`src/rtl/mem_arbiter.sv`:
```
// Purpose : shares one single-ported val/wait memory between an instruction
//           fetch requester (port 0) and a data requester (port 1).
// Latency : zero cycles; request -> mem_* and mem_wait/mem_rdata -> req* are combinational.
// Backpr. : the granted port sees mem_wait directly; a losing port with val=1 sees wait=1.
//           The grant is locked through memory wait states and released only on
//           completion or abort.
// Ports   : clk/rst (async, active-high); req0_* instruction port; req1_* data port;
//           mem_* memory side; stall0/1_count are saturating per-port stall-cycle counters.
module mem_arbiter #(
   parameter bit p_rr = 1'b1   // 1 = round-robin, 0 = port 1 always wins contention
) (
   input  logic        clk,
   input  logic        rst,

   input  logic        req0_val,
   output logic        req0_wait,
   input  logic        req0_type,
   input  logic [31:0] req0_addr,
   input  logic [31:0] req0_wdata,
   output logic [31:0] req0_rdata,

   input  logic        req1_val,
   output logic        req1_wait,
   input  logic        req1_type,
   input  logic [31:0] req1_addr,
   input  logic [31:0] req1_wdata,
   output logic [31:0] req1_rdata,

   output logic        mem_val,
   input  logic        mem_wait,
   output logic        mem_type,
   output logic [31:0] mem_addr,
   output logic [31:0] mem_wdata,
   input  logic [31:0] mem_rdata,

   output logic [15:0] stall0_count,
   output logic [15:0] stall1_count
);

   typedef enum logic [1:0] {IDLE, LOCK0, LOCK1} state_t;

   state_t state, state_nxt;
   logic   prio, prio_nxt;    // 0 = port 0 preferred on the next contention
   logic   gnt;               // some port owns the memory this cycle
   logic   gnt_sel;           // which port owns it (only meaningful with gnt)
   logic   mux_sel;

   // Read data is broadcast; each requester qualifies it with its own handshake.
   assign req0_rdata = mem_rdata;
   assign req1_rdata = mem_rdata;

   always_comb begin
      gnt       = 1'b0;
      gnt_sel   = 1'b0;
      state_nxt = IDLE;
      prio_nxt  = prio;

      // Reset is combinationally folded in so mem_val drops the instant rst rises,
      // even mid-lock, before the state register has been cleared by the edge.
      if (!rst) begin
         case (state)
            IDLE: begin
               if (req0_val && req1_val) begin
                  gnt     = 1'b1;
                  gnt_sel = p_rr ? prio : 1'b1;
               end else if (req0_val) begin
                  gnt     = 1'b1;
               end else if (req1_val) begin
                  gnt     = 1'b1;
                  gnt_sel = 1'b1;
               end
            end
            // A locked port keeps the memory regardless of the other port; if it
            // drops val mid-wait the transaction is abandoned (gnt=0 -> IDLE).
            LOCK0: gnt = req0_val;
            LOCK1: begin
               gnt     = req1_val;
               gnt_sel = 1'b1;
            end
            default: gnt = 1'b0;
         endcase
      end

      if (gnt) begin
         if (mem_wait) begin
            state_nxt = gnt_sel ? LOCK1 : LOCK0;
         end else if (p_rr) begin
            prio_nxt = ~gnt_sel;
         end
      end

      // With no grant the forwarded fields default to port 0.
      mux_sel   = gnt & gnt_sel;
      mem_val   = gnt;
      mem_type  = mux_sel ? req1_type  : req0_type;
      mem_addr  = mux_sel ? req1_addr  : req0_addr;
      mem_wdata = mux_sel ? req1_wdata : req0_wdata;

      // A port is released only when it owns the memory and the memory is ready.
      req0_wait = req0_val & ~(gnt & ~gnt_sel & ~mem_wait);
      req1_wait = req1_val & ~(gnt &  gnt_sel & ~mem_wait);
   end

   always_ff @(posedge clk or posedge rst) begin
      if (rst) begin
         state <= IDLE;
         prio  <= 1'b0;
      end else begin
         state <= state_nxt;
         prio  <= prio_nxt;
      end
   end

   always_ff @(posedge clk or posedge rst) begin
      if (rst) begin
         stall0_count <= '0;
         stall1_count <= '0;
      end else begin
         if (req0_val && req0_wait && (stall0_count != 16'hFFFF))
            stall0_count <= stall0_count + 16'd1;
         if (req1_val && req1_wait && (stall1_count != 16'hFFFF))
            stall1_count <= stall1_count + 16'd1;
      end
   end

endmodule

```
`config.mk`:
```
export PLATFORM = sky130hd
export DESIGN_NAME = mem_arbiter
export DESIGN_NICKNAME = d
export VERILOG_FILES = /design/src/rtl/mem_arbiter.sv
export SDC_FILE = /design/constraint.sdc
export NUM_CORES = 1
export LEC_CHECK = 0
export ABC_CLOCK_PERIOD_IN_PS = 1600
export CAP_MARGIN = 20
export CORE_AREA = 3 3 128 130
export DETAILED_ROUTE_END_ITERATION = 16
export DIE_AREA = 0 0 131 133
export DONT_BUFFER_PORTS = 1
export RECOVER_POWER = 25
export SETUP_SLACK_MARGIN = 0.02
export SLEW_MARGIN = 10
export SYNTH_ARGS = -nofsm -noshare
export SYNTH_HDL_FRONTEND = slang
export SYNTH_SLANG_ARGS = --single-unit
```
`constraint.sdc`:
```
create_clock -name clk -period 1.6 [get_ports clk]
set_input_delay 0.24 -clock clk [delete_from_list [all_inputs] [get_ports clk]]
set_output_delay 0.24 -clock clk [all_outputs]
set_load 0.005 [all_outputs]
```
==> impl_metrics.toml <==
[outcome]
run_status = "finished, violations left"
failed_checks = "negative setup slack"

[sta]
final_hold_viol_count = 0
post-route-worst-setup-slack_ns = -0.4204
setup-violations-final = 97
worst_slew_pin_tran_ns = 0.3743
fin_crit_ns = 2.020
final_min_period_over_clock_period = 1.263
grt_setup_unrepaired = "true"
slew_headroom = 0.7472
clock.fmax_mhz = 495.0
finalClockSkew_ns = 0.005093
final_max_slew_viol_count = 0

[pwr]
switching_share = 0.3117
net-switching-power_mw = 1.334
total_power_mw = 4.282
power.static_leakage_nw = 2.037
p_seq_frac = 0.288
power_density_normalized_to_cell_area_nw_per_um2 = 1016
irDropWorstVdd_uv = 912.8
clock_share_of_power = 0.299
internal_power_mw = 2.947
combPwrFrac = 0.413

[synthesis]
synth.area.top_cells = "dfrtp_1, mux2_1, buf_4"
proportion_of_synthesized_area_in_mux_cells = 0.2581
synthesis.area_per_instance_sq_um = 10.15
main_combinational_cell_family_by_area_after_synthesis = "multiplexers"
syn-num-nets = 467
ys_warn_count = 0
synthDominantAreaCellType = "dfrtp_1"
synth-compound-area-share = 0.04508
synth_async_sr_flop_share = 1.000
register_bit_count_reported_by_yosys = 35
ys_top_cells_by_count = "buf_4, mux2_1, dfrtp_1, mux2_2, nand2_1"
post_synth_and_or_nand_nor_area_fraction = 0.1274
syn_area_sq_um = 3025
sequential_cell_area_fraction_in_the_yosys_report = 0.2895
synth.lib_cells_used.distinct = 41
synth_xor_xnor_area_share = 0.07527
post_synth_fa_ha_maj_area_fraction = 0.008271
synth_top_area_share = 0.2895
netlist_instances = 298
most_common_cell_in_the_synthesized_netlist = "buf_4"
synthFlopType = "dfrtp_1"
synth_edf_count = 0

[routing]
detail_route.iter0.violations = 90
detailroute.via_count = 2390
detail-route-antenna-nets = 0
vias_per_cell = 4.527
remaining_drc_errors = 0
wl_um = 14940
detail_route.first_pass.iterations = 4
route.detailed.wl_per_inst_um = 28.30

[placed_design]
weighted_congestion_at_the_end_of_routability_driven_global_placement = 0.8256
numPortBuffers = 0
place_inst = 493
placement.setup.worst_slack_ns = -0.2402
place_area_sq_um = 3203
place_hpwl_um = 12160

[finish]
post_layout_nonfiller_instances = 528
layout.filler_cells = 1587
post_route_cells_drive_above_1_share = 0.5696
post_route_utilization = 0.2761
layout.nets = 484
area_growth_synth_to_finish_pct = 39.25
layout.cell_area.non_filler_sq_um = 4213

[floorplanning]
floorplan.die.height_um = 133
die_w_um = 131
ioPinCount = 331
placementRows = 45
coreArea_sq_um = 15260
start_util = 0.1983
full_die_area_sq_um = 17420

[clocking]
ctsHtreeMaxLevel = 2
worstSkewPairLatency_ns = 0.28
cts_buffers = 5
max-clock-path-buffers = 2
tritoncts_clock_tree = "yes"
clock-root-buffer = "clkbuf_16"
cts.sinks = 35
clk_transition_reported_paths_ns = 0.06

[global_route]
global_route_wire_length_before_repair_um = 18250
met2_layer_usage_reported_by_global_route = 0.2621
initial_antenna_violation_count = 0
first_global_vias = 2362
met3_track_utilization_from_global_routing = 0.05733
grt_util_all_layers = 0.1520
grt_remaining_overflow = 0
grt_use_met1 = 0.1789
grt_max_degree = 22
top_usage_layer = "met2"

[critical_path]
crit_arrival_ns = 1.78
criticalPathCategory = "flop to output pin"
worstSetupStartpointType = "flop"
setup.worst_path.end_class = "output pin"
worstPathMaxFanout = 6
cp.required_ns = 1.36

[hold_path]
timing.hold.worst.class = "input port to flop"

[run]
number_of_maximum_capacitance_constraint_violations = 0
==> registers in the layout, summed over array words and instances, names as in the netlist <==
signal	flops
prio	1
stall1_count	16
state	2
stall0_count	16
==> area by class of cell <==
cell class | instances | area [sq um] | share of cell area
clock buffers | 5 | 125.1 | 0.02970
clock inverters | 3 | 67.56 | 0.01604
inverters | 8 | 30.03 | 0.007128
repair buffers | 82 | 882.1 | 0.2094
multi-input cells | 183 | 1966 | 0.4666
well taps | 211 | 264.0 | 0.06267
diodes | 1 | 2.502 | 0.0005940
flip-flops and latches | 35 | 875.8 | 0.2079
==> critical path, stage by stage, from the launching register on <==
cell     delay (ns)
dfrtp_1        0.35
inv_2          0.06
buf_6          0.12
a21oi_4        0.16
buf_12         0.15
nand2_8        0.12
buf_16         0.18
mux2_4         0.35
==> cell usage in the layout (no fill, tap or decap), types with 2 or more instances in the layout <==
cell type  synthesis  layout
xor2_1            11      11
and4_1             2       2
nor3_2             1       2
nand2_1           18      16
buf_4             65      57
clkbuf_16          0       9
ha_1               2       2
nand4_1           10      10
bufinv_16          0       2
buf_6              6      11
nand3_1            6       4
buf_16             0       6
mux2_1            44       3
a31oi_1            2       2
o21a_1             2       2
inv_1              8       7
dfrtp_1           35      35
nor4_4             0       2
a21oi_2            1       2
mux2_4             1      66
and3_1             6       6
nor2_1            13      13
buf_12             0       2
nor3_1             4       3
a21oi_4            0       2
nand2_8            0       2
nand3_2            0       2
xnor2_1           15      15
==> through the flow <==
stage | hold slack, ns | TNS (ns)
3_5_place_dp | 0.1879 | -13.10
2_1_floorplan | 0.3346 | -3.633
3_3_place_gp | 0.1887 | -9.838
5_1_grt | 0.06712 | -34.63
4_1_cts | 0.05570 | -27.06
6_report | 0.06576 | -27.48
==> worst paths after layout <==
| kind | start | to | slack (ns) | cells after the start |
|---|---|---|---|---|
| setup / recovery | state[1]$_DFF_PP0_ | mem_wdata[23] | -0.42 | 7 |
| hold / removal | mem_wait | state[0]$_DFF_PP0_ | 0.07 | 2 |
| setup reg to reg | state[0]$_DFF_PP0_ | stall0_count[15]$_DFFE_PP0P_ | -0.25 | 7 |
| hold reg to reg | stall0_count[12]$_DFFE_PP0P_ | stall0_count[12]$_DFFE_PP0P_ | 0.53 | 1 |
| max in group asynchronous | rst | stall1_count[11]$_DFFE_PP0P_ | 0.92 | 3 |
| min in group asynchronous | rst | stall0_count[9]$_DFFE_PP0P_ | 0.46 | 3 |
==> logic make-up (layout without fill, tap and decap cells) <==
family	Yosys count	in the layout
muxes	69	69
buffers and inverters	81	98
adders and majority gates	2	2
other	0	1
DFF	35	35
xor gates and xnor gates	26	26
and+or+nand+nor	69	70
AOI/OAI and AO/OA	16	16
==> per-layer routing <==
layer  up-vias  share of wire
met5         -              0
met4         0          0.022
met3        22          0.091
met2       173           0.50
met1      1181           0.39
li1       1014              -
==> power groups by stage <==
stage / Sequential, mW / Clock (mW) / Combinational [mW]
after CTS: 1.23 / 1.30 / 1.59
final: 1.23 / 1.28 / 1.77
after global placement: 1.24 / 0 / 1.32
after detailed placement: 1.25 / 0 / 1.36
after floorplan: 1.35 / 0 / 0.765
after global routing: 1.26 / 1.34 / 1.90
==> what timing repair did <==
action                     CTS  global route
setup endpoints to repair   89           100
gates cloned                 4             6
resized for setup           70            61
buffers inserted            11             4
pin swaps                    7            10
hold buffers                 1             0
hold endpoints to repair    35             0
(Power assumes the default switching activity.)
